===== src/rtl/fetch_sequencer.sv =====
// Instruction-fetch control: owns the PC and shares the single imem port between loader writes and PC reads.
// Optional macro FETCH_BOUNDS_CHECK_EN: a PC update at or beyond IMEM_DEPTH traps into a sticky FAULT state.
module fetch_sequencer #(
  parameter int unsigned       ADDR_W     = 32,
  parameter int unsigned       DATA_W     = 16,
  parameter int unsigned       JUMP_W     = 16,
  parameter logic [ADDR_W-1:0] RESET_VEC  = ADDR_W'(32'h20),
  parameter int unsigned       IMEM_DEPTH = 1024
) (
  input  logic              clk,
  input  logic              rst,
  input  logic              ld_valid,
  output logic              ld_ready,
  input  logic              ld_last,
  input  logic [ADDR_W-1:0] ld_addr,
  input  logic [DATA_W-1:0] ld_data,
  input  logic              start,
  input  logic              halt_req,
  input  logic              stall,
  input  logic              jump_valid,
  input  logic [JUMP_W-1:0] jump_to,
  output logic              mem_we,
  output logic [ADDR_W-1:0] mem_addr,
  output logic [DATA_W-1:0] mem_wdata,
  output logic [ADDR_W-1:0] pc,
  output logic              fetch_valid,
  output logic              flush,
  output logic [1:0]        state,
  output logic              fault
);

  typedef enum logic [1:0] {
    ST_IDLE  = 2'b00,
    ST_LOAD  = 2'b01,
    ST_RUN   = 2'b10,
    ST_FAULT = 2'b11
  } state_t;

  state_t            state_r;
  logic [ADDR_W-1:0] pc_r;
  logic              fetch_valid_r;
  logic              flush_r;
  logic [ADDR_W-1:0] jump_tgt_s;
  logic [ADDR_W-1:0] pc_inc_s;

  assign jump_tgt_s = ADDR_W'(jump_to);
  assign pc_inc_s   = pc_r + ADDR_W'(1'b1);

`ifdef FETCH_BOUNDS_CHECK_EN
  localparam logic [ADDR_W:0] DEPTH_L = (ADDR_W+1)'(IMEM_DEPTH);

  logic fault_r;

  function automatic logic out_of_bounds(input logic [ADDR_W-1:0] addr);
    return ({1'b0, addr} >= DEPTH_L);
  endfunction

  assign fault = fault_r;
`else
  assign fault = 1'b0;
`endif

  // Memory port ownership: the loader drives the address only while loading
  always_comb begin
    ld_ready = 1'b0;
    mem_addr = pc_r;
    if (state_r == ST_LOAD) begin
      ld_ready = 1'b1;
      mem_addr = ld_addr;
    end else begin
      ld_ready = 1'b0;
      mem_addr = pc_r;
    end
  end

  assign mem_we      = ld_valid & ld_ready;
  assign mem_wdata   = ld_data;
  assign pc          = pc_r;
  assign fetch_valid = fetch_valid_r;
  assign flush       = flush_r;
  assign state       = state_r;

  // Sequencer FSM with PC and registered status outputs
  always_ff @(posedge clk or negedge rst) begin
    if (!rst) begin
      state_r       <= ST_IDLE;
      pc_r          <= RESET_VEC;
      fetch_valid_r <= 1'b0;
      flush_r       <= 1'b0;
`ifdef FETCH_BOUNDS_CHECK_EN
      fault_r       <= 1'b0;
`endif
    end else begin
      flush_r <= 1'b0;
      case (state_r)
        ST_IDLE: begin
          fetch_valid_r <= 1'b0;
          // The beat that wakes us up is not accepted here; it is taken in LOAD
          if (ld_valid) begin
            state_r <= ST_LOAD;
          end else if (start) begin
            state_r       <= ST_RUN;
            pc_r          <= RESET_VEC;
            fetch_valid_r <= 1'b1;
          end else begin
            state_r <= ST_IDLE;
          end
        end
        ST_LOAD: begin
          if (ld_valid && ld_last) begin
            state_r       <= ST_RUN;
            pc_r          <= RESET_VEC;
            fetch_valid_r <= 1'b1;
          end else begin
            state_r       <= ST_LOAD;
            fetch_valid_r <= 1'b0;
          end
        end
        ST_RUN: begin
          if (halt_req) begin
            state_r       <= ST_IDLE;
            fetch_valid_r <= 1'b0;
          end else if (jump_valid) begin
`ifdef FETCH_BOUNDS_CHECK_EN
            if (out_of_bounds(jump_tgt_s)) begin
              state_r       <= ST_FAULT;
              fault_r       <= 1'b1;
              fetch_valid_r <= 1'b0;
            end else begin
              pc_r          <= jump_tgt_s;
              flush_r       <= 1'b1;
              fetch_valid_r <= 1'b0;
            end
`else
            pc_r          <= jump_tgt_s;
            flush_r       <= 1'b1;
            fetch_valid_r <= 1'b0;
`endif
          end else if (stall) begin
            pc_r          <= pc_r;
            fetch_valid_r <= fetch_valid_r;
          end else begin
`ifdef FETCH_BOUNDS_CHECK_EN
            if (out_of_bounds(pc_inc_s)) begin
              state_r       <= ST_FAULT;
              fault_r       <= 1'b1;
              fetch_valid_r <= 1'b0;
            end else begin
              pc_r          <= pc_inc_s;
              fetch_valid_r <= 1'b1;
            end
`else
            pc_r          <= pc_inc_s;
            fetch_valid_r <= 1'b1;
`endif
          end
        end
        ST_FAULT: begin
          fetch_valid_r <= 1'b0;
`ifdef FETCH_BOUNDS_CHECK_EN
          state_r <= ST_FAULT;
          fault_r <= 1'b1;
`else
          state_r <= ST_IDLE;
`endif
        end
        default: begin
          state_r       <= ST_IDLE;
          fetch_valid_r <= 1'b0;
        end
      endcase
    end
  end

endmodule


===== config.mk =====
export PLATFORM = sky130hd
export DESIGN_NAME = fetch_sequencer
export DESIGN_NICKNAME = d
export VERILOG_FILES = /design/src/rtl/fetch_sequencer.sv
export SDC_FILE = /design/constraint.sdc
export NUM_CORES = 1
export LEC_CHECK = 0
export ABC_AREA = 1
export CELL_PAD_IN_SITES_DETAIL_PLACEMENT = 1
export CELL_PAD_IN_SITES_GLOBAL_PLACEMENT = 1
export CORE_UTILIZATION = 26
export CTS_BUF_LIST = sky130_fd_sc_hd__clkbuf_4 sky130_fd_sc_hd__clkbuf_8
export DETAILED_ROUTE_END_ITERATION = 10
export PLACE_DENSITY = 0.94
export SLEW_MARGIN = 20
export SYNTH_ARGS = -nofsm -noshare
export SYNTH_HDL_FRONTEND = slang
export SYNTH_SLANG_ARGS = --single-unit

===== constraint.sdc =====
create_clock -name clk -period 1.94 [get_ports clk]
set_clock_uncertainty 0.15 [all_clocks]
set_input_delay 0.388 -clock clk [delete_from_list [all_inputs] [get_ports clk]]
set_output_delay 0.388 -clock clk [all_outputs]
set_load 0.01 [all_outputs]

Word-level counts from Yosys, hierarchy flattened
Cells that the tools add are included.

operators by class
  add/subtract/negate cells = 1
  equality and inequality tests = 10
  muxes and demuxes = 24
  bitwise logic cells = 1
  reductions and logical operators = 4

operators with widths
  cell                                                                     count
  32-bit 2-to-1 mux                                                        7
  32-bit case mux with 3 select lines                                      1
  32-bit by 1-bit adder with 32-bit output, second input constant          1
  1-bit 2-to-1 mux                                                         10
  2-bit 2-to-1 mux                                                         4
  2-bit inequality test, second input constant                             4
  2-bit case mux with 4 select lines                                       1
  6-bit AND reduction                                                      1
  2-bit == test, second input constant                                     2
  4-bit inequality test, second input constant                             1
  1-bit case mux with 4 select lines                                       1
  3-bit inequality test, second input constant                             1
  3-bit nonzero test                                                       1
  2-bit by 1-bit == test with 1-bit output, second input constant          1
  2-bit zero test                                                          1
  2-bit by 1-bit inequality test with 1-bit output, second input constant  1
  1-bit bitwise AND                                                        1
  1-bit logical AND                                                        1

storage, ports and cells
  flip-flop bits (word level) = 36
  bits of input ports = 72
  output and inout bits = 87
  logic and storage cells = 44

Logic depth before layout (Yosys ltp)
Gate-level depths: netlist of run 1.

  depth after elaboration = 5
  mapped depth = 11
  gate-level depth less buffers = 10

Least setup slack after synthesis of run 1
Ideal clock, no wire load.

  path type = register to output
  start point = register state_r[0] (netlist: state[0])
  end point = output mem_addr[17]
  arrival = 1320 ps
  required time = 1402 ps
  setup slack = 82 ps
  stages on the path, launching flop included = 6
  path buffers = 1
  path through = dfrtp_1 > inv_2 > nor2_1 > clkbuf_1 > nand2_1 > nand2_1

between the ends
  longest elaborated chain between the ends = 2

RTL lines
  element                                   RTL line  RTL
  start, declared                           39        state_t state_r;
  start signal, assigned                    86        state_r <= ST_IDLE;
  start signal, assigned                    100       state_r <= ST_LOAD;
  start signal, assigned                    102       state_r <= ST_RUN;
  2-bit by 1-bit == test with 1-bit output  67        if (state_r == ST_LOAD) begin
  32-bit 2-to-1 mux                         67
  end, declared                             23        output logic [ADDR_W-1:0] mem_addr,

Every way passes these cells.

Worst setup path in the final report of run 1
  start point = register state_r[1] (netlist: state[1])
  end point = output mem_addr[3]

Same word-level chain as after synthesis.

==> impl.org, run 1 <==
** Clock network
- Clock Latency Late Sink :: 0.29 ns
- The longest clock path from root to sink contains 2 buffers.
- Root buffer cell :: sky130_fd_sc_hd__clkbuf_8
- Clock-pin slew was measured on the worst setup and hold paths at 0.08 ns.
- Sinks on Clock Net :: 36
- The H-tree generated during clock tree synthesis spans 2 levels.
- TritonCTS built the clock tree.
- Total clock buffers created by CTS :: 5

** Power and ir drop
- For this design the ratio of total power to cell area is 1210 nW/um2.
- Post-layout power :: 0.00559 W
- P_leak :: 2.11 nW
- The worst-case IR drop observed on VDD is 0.000592 V.

** Critical path
- Walking the worst path, the cells encountered are nor2_4, buf_12, buf_12, clkbuf_16, nand2_2, o21ai_1, buf_2.
- Depth of the most critical reg-to-reg path :: 10
- Among the stages of the critical path, the cell type that occurs most often is sky130_fd_sc_hd__buf_12.
- Slowest library cell on the worst path :: sky130_fd_sc_hd__dfrtp_1
- At the worst endpoint, the required time is 1.40 ns.
- Critical path endpoint category :: primary output
- Type of origin of the critical path :: flop
- The worst register-to-register path has a setup slack of 0.08 ns.
- STA puts the critical path data arrival time at 1.53 ns.
- Of all nets on the critical path, the largest fanout is 6.
- The worst register-to-register path begins at state[0].
- Delay contributed by the slowest stage of the critical path :: 0.41 ns
- R2R Path End :: pc[22]
- Category of the most critical setup path :: flop to primary output

** Finish
- Final Net Count :: 673
- Summing all flip-flop and latch instances after layout gives 912 um2.
- Area growth from synthesis to final layout :: 62.9%
- Layout cell share with drive strength beyond 1 :: 23.1%
- Count of non-filler cells in the finished layout :: 737
- In the final layout, the multi-input gates occupy 1720 um2.
- Leaving out fill and tap cells, the most frequent cell in the layout is sky130_fd_sc_hd__nand2_1.
- The top cell types in the final layout, fill and taps aside, are 137 x sky130_fd_sc_hd__nand2_1, 86 x sky130_fd_sc_hd__clkdlybuf4s50_1, 77 x sky130_fd_sc_hd__nor2_1.
- Number of filler cells placed in the layout :: 1348
- Antenna Diode Count :: 0

** Global routing
- Final global-route overflow total :: 0
- Maximum number of pins on one net before global-route repair :: 22
- Via count of the first global-routing pass :: 3742
- Antenna violations before repair :: 0
- Across every metal layer, demand over resource in global routing totals 20.0%.
- Global-route wire length before repair :: 18100 um

** Logic synthesis
- Yosys attributes the largest share of cell area to sky130_fd_sc_hd__dfrtp_1 31%, sky130_fd_sc_hd__nand2_1 20%, sky130_fd_sc_hd__nor2_1 12%.
- In this run, synthesis produced a sequential element count of 36.
- Share of the synthesized area in the top cell type :: 30.9%
- Post-synth top area cell :: sky130_fd_sc_hd__dfrtp_1
- Async S/R FF share, synth :: 100%
- Warning count from the yosys run :: 0
- Post-Syn Area per Cell :: 6.19 um2
- Number of synthesized flops with an enable pin :: 0
- Seq/Total Area, Yosys :: 31.9%
- The netlist uses 33 different library cells.
- Ys flop type :: sky130_fd_sc_hd__dfrtp_1
- Synthesis handed over a netlist of 457 instances.
- In this run the cell area of the synthesized design comes to 2830 um2.
- Net Count, Synth :: 530

** Place
- Input/output buffers :: 125
- Detailed-placement wirelength estimate :: 8770 um
- Final estimated routing congestion in global placement :: 0.893
- Once placement completed, the tool counted placed cells totaling 717.

** Hold path
- Endpoint of the worst hold path :: fetch_valid
- The worst hold path begins at fetch_valid.
- Hold depth :: 2
- The min-delay analysis places its worst path in the category flop to flop.

** Detailed routing
- In the routed design, unresolved DRC markers number 0.
- Number of DRC markers after the initial detailed-route iteration :: 140
- Number of nets still failing antenna checks after routing :: 0
- Before antenna repair, the detailed router went through 4 iterations.
- Routed Wire Length :: 11800 um
- Detailed routing inserted a total of 3547 vias.
- After detailed routing, the number of vias per cell comes to 4.81.
- In the final routed layout, each cell accounts on average for 16.0 um.

** STA
- Max Fclk :: 484 MHz
- Number of setup violations in the final report :: 16
- For the finished layout, the period the worst path requires is 2.07 ns.
- Final hold viol count :: 0
- Setup repair after global routing could not meet its margin everywhere.
- Crit path setup slack, layout :: -0.127 ns
- Worst Max-Slew Pin Slew :: 0.521 ns
- Max_slew headroom :: 65.3%
- In the finished design, the share of the clock period the worst path needs comes to 107%.
- The final number of max-transition violations came to 0.

** Run status
- Violations in the final reports :: negative setup slack
- Run status :: finished with violations

** Floorplanning
- After floorplanning, the core was divided into 37 placement rows.
- Pin placement for this block handled 159 I/O pins.
- The floorplan step defined a die boundary enclosing 11300 um2.
- In this run the vertical extent of the chip is 106 um.
- Core area :: 10400 um2
- Initial Util :: 27.2%
- Horizontal die dimension :: 106 um

** Job
- Max-cap check violation count :: 0
==> worst max-delay path: cells and delay by family (launching register included) <==
family          cells  cell delay (ns)
buf+inv             4             0.56
flops               1             0.41
simple gates        2             0.20
compound gates      1             0.06
==> worst max path at each step <==
| stage | endpoint | from | cells past startpoint |
|---|---|---|---|
| floorplan | mem_addr[17] | state[0] | 5 |
| global placement | mem_we | ld_valid | 4 |
| detailed placement | mem_addr[28] | state[0] | 7 |
| CTS | mem_addr[15] | state[0] | 8 |
| global route | mem_addr[3] | state[1] | 7 |
| finish | mem_addr[3] | state[1] | 7 |
==> cell type report <==
cell class,count,share of cell area [%]
clock buffers,8,2.12
well taps,136,3.69
repair buffers,168,33.8
multi-input cells,352,37.3
inverters,37,3.28
flip-flops and latches,36,19.8
==> per-layer routing <==
metal | GRT usage [%] | up-vias | share of wire (%)
met2 | 38.3 | 111 | 52
met1 | 22.9 | 1720 | 41
met5 | 0 | - | 0
li1 | - | 1706 | -
met4 | 3.37 | 0 | 0.70
met3 | 4.05 | 10 | 6.2
==> flip-flops by register name, indices dropped and copies added, names as in the netlist <==
signal	cells
fetch_valid	1
flush	1
pc	32
state	2
==> synthesized netlist by cell type (all sizes together) (2+ instances only) <==
master	number
nand4	10
xor2	11
dfrtp	35
inv	37
nand3	19
a21oi	9
nor2	92
o22ai	2
o211ai	2
clkbuf	9
xnor2	2
nor3	4
nand3b	2
o21ai	37
nand2	154
buf	23
==> what timing repair did <==
| action | in CTS | in global routing |
|---|---|---|
| buffers inserted | 4 | 4 |
| setup endpoints to repair | 39 | 62 |
| cloned | 0 | 3 |
| resized for setup | 145 | 71 |
| hold buffers | 1 | 0 |
| pin swaps | 2 | 7 |
| endpoints found under the hold margin | 14 | 0 |
==> stage by stage <==
step           cell area [um2]  TNS, ns  hold WS [ns]  worst slack (ns)  util, %
2_1_floorplan             2830        0       -0.0576            0.0818        -
3_3_place_gp              4340    -6.14         0.212            -0.180     41.7
3_5_place_dp              4340   -11.08         0.228            -0.246     41.7
4_1_cts                   4400    -1.58         0.355            -0.116     42.3
5_1_grt                   4610    -2.60         0.367            -0.190     44.3
6_report                  4610    -1.13         0.360            -0.127     44.3
==> where the power goes <==
part | switching [W] | internal [W] | leakage (nW)
Sequential | 0.000254 | 0.000942 | 0.477
Clock | 0.000290 | 0.000318 | 0.0523
Combinational | 0.00198 | 0.00181 | 1.58
Total | 0.00252 | 0.00307 | 2.11
==> kinds of logic (layout without fill, tap and decap cells) <==
kind of cell	count (synthesis)	in the layout	share of synthesized area (%)
and+or+nand+nor	283	283	40.9
xor gates and xnor gates	13	13	4.02
buffers and inverters	69	213	12.2
AOI/OAI and AO/OA	54	54	10.3
DFF	36	36	31.9
adders and majority gates	1	1	0.442
other	1	1	0.132
Power figures use the tool's default switching activity.
==> run 2: changes to the inputs <==
--- a/config.mk
+++ b/config.mk
@@ -5,11 +5,11 @@
 export SDC_FILE = /design/constraint.sdc
 export NUM_CORES = 1
 export LEC_CHECK = 0
-export ABC_AREA = 1
 export CELL_PAD_IN_SITES_DETAIL_PLACEMENT = 1
 export CELL_PAD_IN_SITES_GLOBAL_PLACEMENT = 1
-export CORE_UTILIZATION = 26
+export CORE_UTILIZATION = 27
 export CTS_BUF_LIST = sky130_fd_sc_hd__clkbuf_4 sky130_fd_sc_hd__clkbuf_8
+export CTS_CLUSTER_SIZE = 8
 export DETAILED_ROUTE_END_ITERATION = 10
 export PLACE_DENSITY = 0.94
 export SLEW_MARGIN = 20
==> constraint.sdc (replaced) <==
create_clock -name clk -period 1.94 [get_ports clk]
set_clock_uncertainty 0.15 [all_clocks]
set_input_delay 0.194 -clock clk [delete_from_list [all_inputs] [get_ports clk]]
set_output_delay 0.194 -clock clk [all_outputs]
set_load 0.01 [all_outputs]
==> impl.org, run 2 <==
** Run status
- Run status :: finished with violations (unchanged)
- Violations in the final reports :: negative setup slack (unchanged)

** Floorplanning
- The width of the die was 101 um (was 106 um).
- Row count :: 35 (was 37)
- The number of placed I/O pins came to 159 (unchanged).
- Core area :: 9370 um2 (was 10400 um2)
- The y dimension of the die came to 101 um (was 106 um).
- The initial core utilization was 28.3% (was 27.2%).
- The die area came to 10200 um2 (was 11300 um2).

** Logic synthesis
- The synthesized cell area came to 2650 um2 (was 2830 um2).
- Simple-gate area share of the yosys netlist :: 25.1% (was 40.9%)
- Synth cell count leaders :: 35 x sky130_fd_sc_hd__dfrtp_1, 31 x sky130_fd_sc_hd__o21ai_0, 29 x sky130_fd_sc_hd__mux2_2, 26 x sky130_fd_sc_hd__nor2_1, 21 x sky130_fd_sc_hd__nand2_1 (was 153 x sky130_fd_sc_hd__nand2_1, 87 x sky130_fd_sc_hd__nor2_1, 36 x sky130_fd_sc_hd__o21ai_0, 35 x sky130_fd_sc_hd__dfrtp_1, 34 x sky130_fd_sc_hd__inv_1)
- The biggest area consumer among synthesized cells was sky130_fd_sc_hd__dfrtp_1 (unchanged).
- The net count after synthesis came to 378 (was 530).
- Seq/Total Area, Yosys :: 34.1% (was 31.9%)
- The average cell area after synthesis was 8.68 um2 (was 6.19 um2).
- The most used flip-flop cell after synthesis was sky130_fd_sc_hd__dfrtp_1 (unchanged).
- The portion of netlist area occupied by mux cells is 12.7% (was 0%).
- Top cells by area in the synthesized netlist: sky130_fd_sc_hd__dfrtp_1 33%, sky130_fd_sc_hd__mux2_2 12%, sky130_fd_sc_hd__o21ai_0 5.9% (was sky130_fd_sc_hd__dfrtp_1 31%, sky130_fd_sc_hd__nand2_1 20%, sky130_fd_sc_hd__nor2_1 12%).
- Dominant cell by count in the synthesized netlist :: sky130_fd_sc_hd__dfrtp_1 (was sky130_fd_sc_hd__nand2_1)
- The fraction of post-synthesis cell area in the top cell type by area is 33.1% (was 30.9%).
- Dominant combinational cell family by area after synthesis :: simple AND/OR/NAND/NOR gates (unchanged)
- The instance count of the mapped netlist is 305 (was 457).
- Async S/R FF share, synth :: 100% (unchanged)
- Number of synthesized flops with an enable pin :: 0 (unchanged)
- Synthesized flop and latch total :: 36 (unchanged)
- Fraction of the mapped netlist area in compound gates :: 16.3% (was 10.3%)
- The post-synthesis share of cell area spent on full adders, half adders and majority gates was 0.472% (was 0.442%).
- The yosys synthesis warning count is 0 (unchanged).
- The xor/xnor share of the synthesized area is 2.98% (was 4.02%).
- The number of distinct library cell variants in the gate-level netlist after synthesis came to 50 (was 33).

** Critical path
- Slowest library cell on the worst path :: sky130_fd_sc_hd__or4b_4 (was sky130_fd_sc_hd__dfrtp_1)
- The critical path required time was 2.05 ns (was 1.40 ns).
- Critical path endpoint category :: flop (was primary output)
- The delay of the slowest cell on the worst path came to 0.53 ns (was 0.41 ns).
- Type of origin of the critical path :: flop (unchanged)
- Maximum fanout along the worst path :: 6 (unchanged)
- First element of the critical path :: state[1] (unchanged)
- Arrival time reported for the critical path endpoint :: 2.36 ns (was 1.53 ns)
- The startpoint of the worst-slack reg-to-reg timing path was state[1] (was state[0]).
- Category of the most critical setup path :: flop to flop (was flop to primary output)
- Cell occurring most often along the worst timing path :: sky130_fd_sc_hd__buf_6 (was sky130_fd_sc_hd__buf_12)
- Cells traversed along the worst timing path: buf_6, or4b_4, o211ai_4, nand4_4, buf_6, nor3_1, o21ba_1 (was nor2_4, buf_12, buf_12, clkbuf_16, nand2_2, o21ai_1, buf_2).
- R2r setup slk :: -0.32 ns (was 0.08 ns)
- The worst path buffer plus inverter count came to 2 (was 4).
- The critical path's top delay family is simple AND/OR/NAND/NOR gates (was buffers and inverters).

** Clock network
- The clock tree root buffer cell was sky130_fd_sc_hd__clkbuf_8 (unchanged).
- H-Tree Depth :: 2 (unchanged)
- The maximum buffer depth of the clock tree was 2 (unchanged).
- The clock insertion delay at the later pin of the skew report was 0.32 ns (was 0.29 ns).
- Clock tree from TritonCTS :: yes (unchanged)
- Clock slew at reported path FFs :: 0.08 ns (about the same)
- The number of buffers inserted during clock tree synthesis was 5 (unchanged).
- Sinks on Clock Net :: 36 (unchanged)

** Power and ir drop
- IR drop worst, VDD :: 0.000909 V (was 0.000592 V)
- The leakage power came to 2.26 nW (was 2.11 nW).
- PD cells :: 1120 nW/um2 (was 1210 nW/um2)

** Global routing
- Global-route wire length before repair :: 20100 um (was 18100 um)
- All-layer global routing usage :: 26.1% (was 20.0%)
- The total grt overflow was 0 (unchanged).
- Maximum number of pins on one net before global-route repair :: 33 (was 22)
- The number of global-route vias before repair was 3661 (was 3742).
- Antenna violations before repair :: 0 (unchanged)

** Detailed routing
- The via-per-instance ratio is 5.57 (was 4.81).
- The violation count after the first detailed-route iteration is 153 (was 140).
- The total routed wirelength is 14900 um (was 11800 um).
- Number of nets still failing antenna checks after routing :: 0 (unchanged)
- The wire length per cell was 24.0 um (was 16.0 um).
- The routed via count was 3454 (was 3547).
- DRC :: 0 (unchanged)
- The first-pass detailed-route iteration total came to 4 (unchanged).

** Finish
- The share of final-layout standard cells stronger than drive strength 1 is 45.4% (was 23.1%).
- Final Util :: 55.9% (was 44.3%)
- Area growth from synthesis to final layout :: 97.8% (was 62.9%)
- Register cell area after layout :: 907 um2 (was 912 um2)
- The most frequent standard cell in the layout excluding fill and tap cells is sky130_fd_sc_hd__clkdlybuf4s50_1 (was sky130_fd_sc_hd__nand2_1).
- Area of the multi-input gates :: 1920 um2 (was 1720 um2)
- The diode insertion count for antenna repair came to 0 (unchanged).
- Largest register FFs :: 32 (unchanged)
- Final Net Count :: 563 (was 673)
- Number of filler cells placed in the layout :: 1034 (was 1348)
- The cell area after layout was 5240 um2 (was 4610 um2).
- Commonest non-fill, non-tap cells in the layout :: 89 x sky130_fd_sc_hd__clkdlybuf4s50_1, 53 x sky130_fd_sc_hd__buf_4, 52 x sky130_fd_sc_hd__buf_6 (was 137 x sky130_fd_sc_hd__nand2_1, 86 x sky130_fd_sc_hd__clkdlybuf4s50_1, 77 x sky130_fd_sc_hd__nor2_1)

** STA
- The actual slew at the worst max-slew pin was 0.539 ns (was 0.521 ns).
- Share of the clock period used by the worst path after layout :: 116% (was 107%)
- Pins Over Slew Limit :: 0 (unchanged)
- RSZ-0062 raised after global routing :: yes (unchanged)
- Final-layout setup total negative slack :: -11.78 ns (was -1.13 ns)
- The setup slack after layout is -0.317 ns (was -0.127 ns).
- The post-route minimum period is 2.26 ns (was 2.07 ns).
- Number of setup violations in the final report :: 61 (was 16)
- The highest attainable clock frequency was 443 MHz (was 484 MHz).
- Final hold viol count :: 0 (unchanged)
- Max_slew headroom :: 63.8% (was 65.3%)

** Job
- Max-cap check violation count :: 0 (unchanged)

** Hold path
- Start point of the worst min-delay path :: ld_data[0] (was fetch_valid)
- The worst hold-check path type is primary input to primary output (was flop to flop).

** Place
- The post-detailed-placement cell area came to 4340 um2 (about the same).
- The detailed-placement wirelength estimate is 8300 um (was 8770 um).
- The routability congestion estimate was 0.821 (was 0.893).
- Input/output buffers :: 125 (unchanged)
## run 2: area by class of cell
| type | count | area share, % |
|---|---|---|
| tap | 129 | 3.08 |
| inverter | 5 | 0.358 |
| sequential | 36 | 17.3 |
| timing repair buffer | 211 | 40.6 |
| clock buffer | 8 | 1.98 |
| multi-input combinational | 231 | 36.7 |
## run 2: power breakdown
part	internal, W	switching (W)	leakage (nW)
combinational	0.00243	0.00179	1.72
clock	0.000339	0.000301	0.0549
sequential	0.000874	0.000118	0.487
## run 2: repair_timing
item / CTS / global route
cloned: 3 / 2
setup endpoints to repair: 66 / 64
hold endpoints to repair: 19 / 0
gates resized for setup: 249 / 61
pin swaps: 15 / 18
hold buffers: 1 / 0
setup buffers: 15 / 12
## run 2: final timing paths
kind / to / cells after the start
worst min-delay path: mem_wdata[0] / 0
worst max register to register: pc[31] / 7
min in group asynchronous: flush / 2
worst max-delay path: pc[31] / 7
worst min register to register: fetch_valid / 2
max in group asynchronous: pc[5] / 3
## run 2: kinds of logic (layout without fill, tap and decap cells)
logic type / count (synthesis) / count (layout)
AO/OA/AOI/OAI: 73 / 73
XOR/XNOR: 9 / 9
adder cells (fa/ha/maj): 1 / 1
buffers and inverters: 39 / 224
flip-flops: 36 / 36
multiplexers: 30 / 30
other: 1 / 1
AND/OR/NAND/NOR: 116 / 117
## run 2: per-stage QoR
stage / total power (W) / worst slack, ns / instances / hold WS [ns]
global placement: 0.00359 / -0.246 / 582 / 0.0300
global route: 0.00608 / -0.384 / 620 / 0.238
finish: 0.00585 / -0.317 / 620 / 0.238
detailed placement: 0.00371 / -0.380 / 582 / 0.0211
CTS: 0.00516 / -0.282 / 609 / 0.229
floorplan: 0.00222 / -0.0946 / 305 / -0.252
## run 2: layer usage
metal / vias up / global-route usage (%) / wire (um)
met3: 50 / 7.14 / 1000
met5: - / 0 / 0
met2: 169 / 46.0 / 7490
li1: 1459 / - / -
met4: 0 / 12.2 / 689
met1: 1776 / 29.0 / 5680
